**config.mk**
```make
export PLATFORM = sky130hd
export DESIGN_NAME = lsu_dtcm_master
export DESIGN_NICKNAME = d
export VERILOG_FILES = /design/src/rtl/lsu_dtcm_master_pkg.sv /design/src/rtl/lsu_data_align.sv /design/src/rtl/lsu_dtcm_master.sv
export SDC_FILE = /design/constraint.sdc
export NUM_CORES = 1
export LEC_CHECK = 0
export ABC_AREA = 0
export BUFFER_PORTS_ARGS = -buffer_cell sky130_fd_sc_hd__buf_2
export CAP_MARGIN = 20
export CORE_ASPECT_RATIO = 0.8
export CORE_MARGIN = 2
export CORE_UTILIZATION = 43
export DETAILED_ROUTE_END_ITERATION = 12
export PLACE_DENSITY = 0.8
export SLEW_MARGIN = 0
export SYNTH_ARGS = -nofsm -noshare
export SYNTH_HDL_FRONTEND = slang
export SYNTH_SLANG_ARGS = --single-unit
```
**constraint.sdc**
```tcl
create_clock -name clk -period 1.7 [get_ports clk]
set_input_delay 0.34 -clock clk [delete_from_list [all_inputs] [get_ports clk]]
set_output_delay 0.34 -clock clk [all_outputs]
set_load 0.03 [all_outputs]
```
**src/rtl/lsu_dtcm_master_pkg.sv**
```systemverilog
// Shared types for the LSU-to-DTCM initiator: access size codes, FSM states,
// DTCM width defaults and the alignment rule used by the datapath.
package lsu_dtcm_master_pkg;

   localparam int unsigned LSU_DTCM_DW = 32;
   localparam int unsigned LSU_DTCM_MW = LSU_DTCM_DW / 8;
   localparam int unsigned LSU_DTCM_AW = 16;

   typedef enum logic [1:0] {
      LSU_SIZE_B = 2'b00,
      LSU_SIZE_H = 2'b01,
      LSU_SIZE_W = 2'b10,
      LSU_SIZE_X = 2'b11
   } lsu_size_e;

   typedef enum logic [2:0] {
      ST_IDLE,
      ST_CMD,
      ST_RSP,
      ST_DONE,
      ST_ERR
   } lsu_state_e;

   // The illegal size code is reported through the same path as misalignment.
   function automatic logic lsu_misaligned(input logic [1:0] size, input logic [1:0] addr_lo);
      logic bad;
      case (lsu_size_e'(size))
         LSU_SIZE_B: bad = 1'b0;
         LSU_SIZE_H: bad = addr_lo[0];
         LSU_SIZE_W: bad = |addr_lo;
         default:    bad = 1'b1;
      endcase
      return bad;
   endfunction

endpackage

```
**src/rtl/lsu_data_align.sv**
```systemverilog
// Combinational byte-lane steering: store mask/data replication, request
// alignment check, and load lane extraction with sign/zero extension.
module lsu_data_align
   import lsu_dtcm_master_pkg::*;
#(
   parameter int unsigned DW = 32,
   parameter int unsigned MW = 4
) (
   input  logic [1:0]    chk_size_i,
   input  logic [1:0]    chk_addr_i,
   output logic          misalign_o,
   input  logic [1:0]    size_i,
   input  logic [1:0]    addr_i,
   input  logic [31:0]   wdata_i,
   input  logic          unsigned_i,
   input  logic [DW-1:0] rdata_i,
   output logic [MW-1:0] wmask_o,
   output logic [DW-1:0] wdata_o,
   output logic [31:0]   ldata_o
);

   logic [7:0]  lane_b;
   logic [15:0] lane_h;

   assign misalign_o = lsu_misaligned(chk_size_i, chk_addr_i);

   assign lane_b = rdata_i[{addr_i, 3'b000} +: 8];
   assign lane_h = rdata_i[{addr_i[1], 4'b0000} +: 16];

   always_comb begin
      wmask_o = '0;
      wdata_o = '0;
      ldata_o = '0;
      case (lsu_size_e'(size_i))
         LSU_SIZE_B: begin
            wmask_o = 4'b0001 << addr_i;
            wdata_o = {4{wdata_i[7:0]}};
            ldata_o = unsigned_i ? {24'b0, lane_b} : {{24{lane_b[7]}}, lane_b};
         end
         LSU_SIZE_H: begin
            wmask_o = 4'b0011 << {addr_i[1], 1'b0};
            wdata_o = {2{wdata_i[15:0]}};
            ldata_o = unsigned_i ? {16'b0, lane_h} : {{16{lane_h[15]}}, lane_h};
         end
         LSU_SIZE_W: begin
            wmask_o = '1;
            wdata_o = wdata_i;
            ldata_o = rdata_i;
         end
         default: ;
      endcase
   end

endmodule

```
**src/rtl/lsu_dtcm_master.sv**
```systemverilog
// LSU initiator on the DTCM cmd/rsp interface: one request in flight, with
// alignment checking and formatted load writeback.
module lsu_dtcm_master
   import lsu_dtcm_master_pkg::*;
#(
   parameter int unsigned DW = LSU_DTCM_DW,
   parameter int unsigned MW = LSU_DTCM_MW,
   parameter int unsigned AW = LSU_DTCM_AW
) (
   input  logic          clk,
   input  logic          rst,
   input  logic          exu2lsu_req_valid,
   output logic          exu2lsu_req_ready,
   input  logic          exu2lsu_req_load,
   input  logic [31:0]   exu2lsu_req_addr,
   input  logic [1:0]    exu2lsu_req_size,
   input  logic          exu2lsu_req_unsigned,
   input  logic [31:0]   exu2lsu_req_wdata,
   input  logic [4:0]    exu2lsu_req_rd,
   output logic          lsu2dtcm_cmd_valid,
   input  logic          lsu2dtcm_cmd_ready,
   output logic          lsu2dtcm_cmd_read,
   output logic [AW-1:0] lsu2dtcm_cmd_addr,
   output logic [MW-1:0] lsu2dtcm_cmd_wmask,
   output logic [DW-1:0] lsu2dtcm_cmd_wdata,
   input  logic          lsu2dtcm_rsp_valid,
   output logic          lsu2dtcm_rsp_ready,
   input  logic [DW-1:0] lsu2dtcm_rsp_rdata,
   output logic          lsu_wb_valid,
   output logic [4:0]    lsu_wb_rd,
   output logic [31:0]   lsu_wb_data,
   output logic          lsu_misalign_err,
   output logic          lsu_busy
);

   lsu_state_e    state_q, state_d;
   logic          load_q;
   logic [AW-1:0] addr_q;
   logic [1:0]    size_q;
   logic          uns_q;
   logic [31:0]   wdata_q;
   logic [4:0]    rd_q;
   logic [DW-1:0] rdata_q;

   logic          accept, capture, misalign;
   logic [MW-1:0] al_wmask;
   logic [DW-1:0] al_wdata;
   logic [31:0]   al_ldata;
   logic          unused_addr_hi;

   assign unused_addr_hi = ^exu2lsu_req_addr[31:AW];
   assign accept         = exu2lsu_req_valid & exu2lsu_req_ready;

   lsu_data_align #(
      .DW (DW),
      .MW (MW)
   ) u_align (
      .chk_size_i (exu2lsu_req_size),
      .chk_addr_i (exu2lsu_req_addr[1:0]),
      .misalign_o (misalign),
      .size_i     (size_q),
      .addr_i     (addr_q[1:0]),
      .wdata_i    (wdata_q),
      .unsigned_i (uns_q),
      .rdata_i    (rdata_q),
      .wmask_o    (al_wmask),
      .wdata_o    (al_wdata),
      .ldata_o    (al_ldata)
   );

   always_ff @(posedge clk) begin
      if (rst) begin
         state_q <= ST_IDLE;
         load_q  <= 1'b0;
         addr_q  <= '0;
         size_q  <= '0;
         uns_q   <= 1'b0;
         wdata_q <= '0;
         rd_q    <= '0;
         rdata_q <= '0;
      end else begin
         state_q <= state_d;
         if (accept) begin
            load_q  <= exu2lsu_req_load;
            addr_q  <= exu2lsu_req_addr[AW-1:0];
            size_q  <= exu2lsu_req_size;
            uns_q   <= exu2lsu_req_unsigned;
            wdata_q <= exu2lsu_req_wdata;
            rd_q    <= exu2lsu_req_rd;
         end
         if (capture) rdata_q <= lsu2dtcm_rsp_rdata;
      end
   end

   always_comb begin
      state_d            = state_q;
      exu2lsu_req_ready  = 1'b0;
      lsu2dtcm_cmd_valid = 1'b0;
      lsu2dtcm_rsp_ready = 1'b0;
      lsu_wb_valid       = 1'b0;
      lsu_misalign_err   = 1'b0;
      capture            = 1'b0;
      case (state_q)
         ST_IDLE: begin
            exu2lsu_req_ready = 1'b1;
            if (exu2lsu_req_valid) state_d = misalign ? ST_ERR : ST_CMD;
         end
         ST_CMD: begin
            lsu2dtcm_cmd_valid = 1'b1;
            lsu2dtcm_rsp_ready = 1'b1;
            // A zero-wait responder answers in the same cycle the command is taken.
            if (lsu2dtcm_cmd_ready) begin
               capture = lsu2dtcm_rsp_valid;
               state_d = lsu2dtcm_rsp_valid ? ST_DONE : ST_RSP;
            end
         end
         ST_RSP: begin
            lsu2dtcm_rsp_ready = 1'b1;
            if (lsu2dtcm_rsp_valid) begin
               capture = 1'b1;
               state_d = ST_DONE;
            end
         end
         ST_DONE: begin
            lsu_wb_valid = load_q;
            state_d      = ST_IDLE;
         end
         ST_ERR: begin
            lsu_misalign_err = 1'b1;
            state_d          = ST_IDLE;
         end
         default: state_d = ST_IDLE;
      endcase
   end

   assign lsu_busy           = (state_q != ST_IDLE);
   assign lsu2dtcm_cmd_read  = lsu2dtcm_cmd_valid & load_q;
   assign lsu2dtcm_cmd_addr  = lsu2dtcm_cmd_valid ? {addr_q[AW-1:2], 2'b00} : '0;
   assign lsu2dtcm_cmd_wmask = (lsu2dtcm_cmd_valid & ~load_q) ? al_wmask : '0;
   assign lsu2dtcm_cmd_wdata = (lsu2dtcm_cmd_valid & ~load_q) ? al_wdata : '0;
   assign lsu_wb_rd          = lsu_wb_valid ? rd_q : '0;
   assign lsu_wb_data        = lsu_wb_valid ? al_ldata : '0;

endmodule

```
==> Word level (Yosys, flattened, before mapping) <==
Index checks and enable logic that the tools add are counted.
{ "totals": {"regBits": 92, "inputBits": 110, "out_inout_bits": 96, "elab_cells": 59} }
{ "classes": {"n_eq_ne": 11, "n_shift": 4, "muxes": 25, "bitwise_logic": 4, "n_reduce_logical": 7} }
{ "op_table": {"columns": ["cell", "count"], "rows": [
  ["$pmux W32 S3", 2],
  ["$mux W32", 4],
  ["$shiftx A32 B6 Y16", 1],
  ["$shiftx A32 B6 Y8", 1],
  ["$mux W16", 1],
  ["$mux W3", 4],
  ["$pmux W4 S3", 1],
  ["$pmux W3 S3", 1],
  ["$mux W1", 8],
  ["$eq A3 B2 Y1 const B", 2],
  ["$ne A2 B2 Y1 const B", 3],
  ["$mux W5", 1],
  ["$eq A2 B1 Y1 const B", 2],
  ["$eq A2 B2 Y1 const B", 2],
  ["$logic_not A2 Y1", 2],
  ["$mux W4", 1],
  ["$reduce_or A2 Y1", 2],
  ["$shl A1 B2 Y4 const A", 1],
  ["$shl A2 B2 Y4 const A", 1],
  ["$and A1 B1 Y1", 3],
  ["$eq A3 B1 Y1 const B", 1],
  ["$eq A3 B3 Y1 const B", 1],
  ["$logic_not A3 Y1", 1],
  ["$pmux W1 S3", 1],
  ["other kinds (4)", 4]
]} }

==> Longest topological paths before layout <==
Gate-level depths: netlist of the first run.
{ "logic_depth": {"depth_word": 5, "depth_mapped": 8} }

==> Hierarchy <==
From an unflattened synthesis of the first run, not the netlist that was laid out.
{ "unflattened": {"cells_unflattened": 794, "hier_area_um2": 5768.0} }
{ "by_module_without_submodules": {"columns": ["mod", "instances", "cells_each", "area_each_um2", "seq_area_each_um2"], "rows": [
  ["lsu_dtcm_master", 1, 598, 4548.1, 1841.8],
  ["lsu_data_align", 1, 196, 1219.9, 0.0]
]} }

==> Least setup slack after synthesis of the first run <==
OpenSTA, ideal clock, no wires.
{ "synth_timing": {"path_kind": "reg2out", "startpoint": "register state_q[2]", "endpoint": "output lsu_wb_data[16]", "arrival_ns": 1.943, "setup_slack_ns": -0.583, "stages_incl_launch_ff": 7, "path_cell_list": "dfxtp_1 > buf_2 > nand4b_2 > inv_1 > nand2_1 > clkbuf_1 > a21oi_1"} }
{ "synth_between": {"elab_chain_cells": 3} }
{ "synth_lines": {"columns": ["element", "line", "rtl"], "rows": [
  ["from (decl)", "lsu_dtcm_master.sv:36", "lsu_state_e state_q, state_d;"],
  ["from (signal assigned)", "lsu_dtcm_master.sv:82", "state_q <= state_d;"],
  ["$eq A3 B2 Y1", "lsu_dtcm_master.sv:103", "case (state_q)"],
  ["$mux W1", "lsu_dtcm_master.sv:103", null],
  ["net lsu_wb_valid", "lsu_dtcm_master.sv:29", "output logic lsu_wb_valid,"],
  ["$mux W32", "lsu_dtcm_master.sv:142", "assign lsu_wb_data = lsu_wb_valid ? al_ldata : '0;"],
  ["to (decl)", "lsu_dtcm_master.sv:31", "output logic [31:0] lsu_wb_data,"]
]} }
The timed path passes the listed nets, and every way through them passes these cells.

==> Worst setup path in the final report of the first run <==
{ "layout_timing": {"startpoint": "register addr_q[1]", "endpoint": "output lsu_wb_data[17]"} }
{ "layout_between": {"elab_chain_cells": 4} }
{ "layout_lines": {"columns": ["element", "line", "rtl"], "rows": [
  ["from (decl)", "lsu_dtcm_master.sv:38", "logic [AW-1:0] addr_q;"],
  ["from (signal assigned)", "lsu_dtcm_master.sv:85", "addr_q <= exu2lsu_req_addr[AW-1:0];"],
  ["$shiftx A32 B6 Y16 / $shiftx A32 B6 Y8 (equally long branches)", "lsu_data_align.sv:28, lsu_data_align.sv:27", null],
  ["$mux W32, on equally long branches", "lsu_data_align.sv:43, lsu_data_align.sv:38", null],
  ["$pmux W32 S3 *", "lsu_data_align.sv:34", "case (lsu_size_e'(size_i))"],
  ["$mux W32 *", "lsu_dtcm_master.sv:142", null]
]} }
Every way passes the cells marked *; elsewhere a longest branch is shown, timed or not.

==> results of run 1 <==
-- what timing repair did --
action / CTS / global route
gates resized for setup: 283 / 117
cloned: 5 / 21
endpoints found under the setup margin: 93 / 183
pin swaps: 32 / 22
buffers inserted: 17 / 11
-- per-layer routing --
| metal | up-vias | global-route usage, % | wire, um |
|---|---|---|---|
| met5 | - | 0 | 0 |
| met4 | 0 | 8.13 | 810 |
| met3 | 86 | 7.65 | 2410 |
| met2 | 402 | 47.4 | 10700 |
| met1 | 2845 | 37.7 | 8560 |
| li1 | 2600 | - | - |
-- path summary, 6_finish.rpt --
kind / cells past startpoint / slack (ns) / start / end
min reg2reg: 2 / 0.46 / rd_q[1]$_SDFFE_PP0P_ / rd_q[1]$_SDFFE_PP0P_
min: 3 / 0.22 / exu2lsu_req_wdata[9] / wdata_q[9]$_SDFFE_PP0P_
max: 6 / -0.61 / addr_q[1]$_SDFFE_PP0P_ / lsu_wb_data[17]
max reg2reg: 9 / -0.20 / state_q[1]$_SDFFE_PP0P_ / wdata_q[8]$_SDFFE_PP0P_
-- flip-flops by register name, indices dropped and copies added (netlist names) --
signal   flops
addr_q      16
load_q       1
rd_q         5
rdata_q     32
size_q       2
state_q      3
uns_q        1
wdata_q     32
-- cells by family after synthesis --
family / Yosys count / synth area share, %
AO/OA/AOI/OAI: 151 / 18.3
buffers and inverters: 58 / 6.64
flip-flops: 92 / 39.0
multiplexers: 44 / 9.66
other: 1 / 0.0793
AND/OR/NAND/NOR: 282 / 26.3
-- stage by stage --
step / hold WS [ns] / setup slack, ns
detailed placement: 0.443 / -0.300
CTS: 0.221 / -0.586
global placement: 0.438 / -0.260
floorplan: 0.432 / -0.317
global route: 0.226 / -0.644
finish: 0.225 / -0.613
-- worst max-delay path, cell delays in order (launching register included) --
cell,delay [ns]
dfxtp_4,0.36
mux2_4,0.22
nor3_1,0.05
or4_4,0.50
buf_12,0.20
a21oi_4,0.15
buf_6,0.14
-- cell type report --
type                            count  share of cell area, %
Tap cell                          144                   1.99
Inverter                            3                  0.193
Clock inverter                      4                  0.566
Timing Repair Buffer              297                   32.5
Sequential cell                    92                   20.5
Multi-Input combinational cell    480                   41.7
Clock buffer                       11                   2.57
-- report_power, final --
part | switching [uW] | internal [uW]
Sequential | 186 | 2350
Clock | 883 | 1130
Combinational | 1750 | 1540
-- layout by cell type, fill, tap and decap left out, drive strengths merged, types with 2 or more instances in the layout --
cell | Yosys | layout
and3 | 2 | 2
buf | 26 | 284
nor2b | 4 | 4
nand2b | 13 | 13
or4 | 2 | 2
or3 | 2 | 2
mux2 | 10 | 10
nand3 | 7 | 7
clkinvlp | 0 | 2
a21oi | 126 | 126
clkbuf | 29 | 24
mux2i | 34 | 34
nand2 | 147 | 148
a22oi | 17 | 17
nor2 | 67 | 67
nand3b | 2 | 2
nor3 | 2 | 2
clkinv | 0 | 2
and2 | 29 | 29
dfxtp | 92 | 92
nor3b | 2 | 2
o21ai | 3 | 3
inv | 3 | 2
conb | 1 | 2
==> run metrics, run 1 <==
Clock transition at path regs=0.07 ns; Num CTS Buffers=9; CORE AREA=10800 um2; final setup fails=183; Synth top cells by count=nand2_1, a21oi_1, dfxtp_1; Finished Layout Cells=roughly 1000; CTS tree=yes; pin count of the biggest net entering global routing=between 40 and 50; global-route wire length before repair=roughly 27 mm; H-tree depth=3; routability cong.=0.855; Tightest Pin Transition=around 0.51 ns; DRT Pass-1 Iters=5; Synth area leaders=dfxtp_1, a21oi_1, nand2_1; Final period util=136%; number of global-route vias before repair=approximately 5200; Pwr Total=7840 uW; Max Cap Viol=0; mean post-synth cell area=7.53 um2; PortBufs=about 190; initial drt markers=about 560; Synth Warn #=0; min cycle time layout=2.31 ns; DR DRC count=0; top cell type's share of synthesized area=39.0%; WP data required=1.36 ns; CTS max path bufs=2; Avg WL per Cell=21.8 um; end-of-flow core utilization=83.9%; fin area=9060 um2; setup TNS=-46.87 ns; Seq/Total Area, Yosys=39.0%; Peak Freq=approximately 430 MHz; DRT Wirelength=22.5 mm; Die ar.=11900 um2; worst hold path class=input port to flop; Area growth syn-to-layout=91.7%; register bit total from synthesis=roughly 90; maximum fanout along the worst path=16; relative slew slack=66.0%; post-DP HPWL=roughly 11 mm; Final nets=993; crit start category=flop; unrepaired setup endpoints after global routing=yes; placed cells=967; Die W=~120 um; FFs w/ async S/R, synth=0%; vias per cell=5.75; Starting Density=between 40% and 50%; Final Max Tran Viols=0; Ports=206; Final WS setup=-0.613 ns; Worst EP arrival=1.97 ns; GRT overflow=0; Register Area=1860 um2; status=finished, violations left; critical path capture point type=output port; num rows=34; CTS Root Cell=clkbuf_16; clk sinks=92; cts hold-fix bufs=0; Synth area leader=dfxtp_1; Die Height=97.8 um; Post-DRT Antenna Nets=0; Final Skew=0.00931 ns; DR vias=5933; Netlist cell types=just over 40; Multi-input gate area=between 3000 and 4000 um2; initial antenna violation count=0; violated checks=negative setup slack; worst skew pair latency=0.34 ns; placed cell areas=between 6000 and 7000 um2; Fillers=about 530; Total GRT Usage=between 20% and 30%; crit path kind=flop to output port; Peak VDD IR=0.805 mV; endpoints failing hold=0; count leader, synth=nand2_1; PwrDens=865 nW/um2; P_leak=approximately 0.0035 uW; Synth Cell Area=4730 um2; top_reg_cell synth=dfxtp_1; # diodes=0; Post-synth EDFFs=0; share of cells above drive strength 1=60.4%; Syn Inst Count=628
No activity file was read; power rests on OpenSTA's default activity.
==> run 2: changes to the inputs <==
--- a/config.mk
+++ b/config.mk
@@ -10,9 +10,9 @@
 export CAP_MARGIN = 20
 export CORE_ASPECT_RATIO = 0.8
 export CORE_MARGIN = 2
-export CORE_UTILIZATION = 43
+export CORE_UTILIZATION = 52
 export DETAILED_ROUTE_END_ITERATION = 12
-export PLACE_DENSITY = 0.8
+export PLACE_DENSITY = 0.87
 export SLEW_MARGIN = 0
 export SYNTH_ARGS = -nofsm -noshare
 export SYNTH_HDL_FRONTEND = slang
==> constraint.sdc (replaced) <==
create_clock -name clk -period 2.83 [get_ports clk]
set_input_delay 0.566 -clock clk [delete_from_list [all_inputs] [get_ports clk]]
set_output_delay 0.566 -clock clk [all_outputs]
set_load 0.03 [all_outputs]
==> run 2 against run 1 <==
  * The flow now finishes without violations
  * Core utilization decreased by 17 points
  * Critical path depth decreased by 1
  * Final cell count decreased by 12%
  * Clock skew about the same
  * Die area decreased by 17%
  * Sequential share of layout area increased by 10 points
  * Critical endpoint is now lsu_wb_data[15]
==> run metrics, run 2 (synthesis results as in run 1) <==
PortBufs=187; Worst EP arrival=2.18 ns; DR vias=5019; worst path cell trace=nor2b_2, buf_12, a22oi_1, a21oi_1, buf_2; Post-DRT Antenna Nets=0; CTS Root Cell=clkbuf_16; end-of-flow core utilization=approximately two thirds; CTS max path bufs=2; final setup fails=0; DR DRC count=0; most frequent cells in the layout=buf_2, nand2_1, a21oi_1, dfxtp_1, nor2_1; PwrDens=between 600 and 700 nW/um2; crit start category=flop; hold endpoint=addr_q[2]$_SDFFE_PP0P_; biggest regs=rdata_q (32), wdata_q (32), addr_q (16); Die Height=89.3 um; Final nets=roughly 900; DRT Pass-1 Iters=6; Total GRT Usage=27.4%; critical path capture point type=output port; postcts setup bufs=0; Max Cap Viol=0; Num CTS Buffers=9; Reg2Reg Setup Slack=slightly below 0.8 ns; initial drt markers=460; Area growth syn-to-layout=26.4%; Hold Path Stages=2; maximum fanout along the worst path=25; initial antenna violation count=1; Die ar.=around 9900 um2; CTS tree=yes; pin count of the biggest net entering global routing=93; CORE AREA=8960 um2; H-tree depth=3; most common cell after layout, fill and taps aside=buf_2; Fillers=770; hold_sp=addr_q[2]$_SDFFE_PP0P_; min cycle time layout=2.75 ns; global-route wire length before repair=~22 mm; Fin Hold WS=between 0.4 and 0.5 ns; worst skew pair latency=0.34 ns; placed cell areas=5660 um2; Peak Freq=364 MHz; WP data required=~2.3 ns; P_leak=around 0.0026 uW; unrepaired setup endpoints after global routing=no; R2R Path Start=state_q[1]$_SDFFE_PP0P_; DRT Wirelength=14.2 mm; routability cong.=0.930; vias per cell=5.54; post-DP HPWL=10.1 mm; setup TNS=0 ns; Peak VDD IR=0.414 mV; GRT overflow=0; FF-to-FF End=wdata_q[18]$_SDFFE_PP0P_; Clock transition at path regs=0.07 ns; CP max stage cell=nor2b_2; clk sinks=92; Ports=206; Avg WL per Cell=15.7 um; Critical Path Max Stage Delay=0.54 ns; crit path kind=flop to output port; Starting Density=between 50% and 60%; number of global-route vias before repair=approximately 4500; status=finished, final reports clean; Final Max Tran Viols=0; Die W=111 um; num rows=31; reg2reg path depth=6; Final Skew=approximately 0.0098 ns; endpoints failing hold=0; Tightest Pin Transition=1.05 ns; Final period util=a little over nine tenths; worst hold path class=flop to flop; relative slew slack=29.6%; fin area=5970 um2; share of cells above drive strength 1=31.6%
run 2: final cells by class:
class	instances	area (um2)	area share [%]
multi-input cells	479	2600	43.6
flip-flops and latches	92	1840	30.9
repair buffers	200	1070	17.9
clock buffers	9	225	3.77
well taps	115	144	2.41
clock inverters	7	73.8	1.24
inverters	3	11.3	0.189
diodes	1	2.50	0.0419
run 2: repair_timing:
item,in CTS,in global routing
hold buffers,0,0
setup endpoints to repair,0,30
resized for setup,0,5
run 2: worst max-delay path by stage:
stage | startpoint | end | slack (ns)
after global placement | state_q[0]$_SDFFE_PP0P_ | lsu_wb_data[31] | 0.45
after CTS | state_q[0]$_SDFFE_PP0P_ | lsu_wb_data[16] | 0.04
after floorplan | state_q[2]$_SDFFE_PP0P_ | lsu_wb_data[16] | 0.32
after global routing | size_q[1]$_SDFFE_PP0P_ | lsu2dtcm_cmd_wdata[14] | 0.006
after detailed placement | state_q[0]$_SDFFE_PP0P_ | lsu_wb_data[16] | 0.40
final | size_q[1]$_SDFFE_PP0P_ | lsu_wb_data[15] | 0.08
run 2: critical path, delay by kind of cell, from the launching register on:
family                 cells  cell delay, ns
DFF                        1            0.53
buffers and inverters      2            0.47
AOI/OAI and AO/OA          2            0.31
and+or+nand+nor            1            0.54
run 2: through the flow:
step / instances / total power, uW / setup slack (ns)
6_report: 906 / 3610 / 0.0805
3_5_place_dp: 889 / 2400 / 0.402
3_3_place_gp: 889 / 2370 / 0.447
2_1_floorplan: 629 / 2170 / 0.321
4_1_cts: 905 / 3610 / 0.0373
5_1_grt: 906 / 3780 / 0.00616
run 2: power by group:
group	internal (uW)	switching, uW
Combinational	313	573
Clock	691	520
Sequential	1410	97.6
Total	2410	1190
run 2: layer usage:
metal | global-route usage (%) | wire [um]
met5 | 0 | 0
met4 | 9.32 | 267
met3 | 5.56 | 1200
met2 | 46.4 | 6650
met1 | 35.5 | 6080
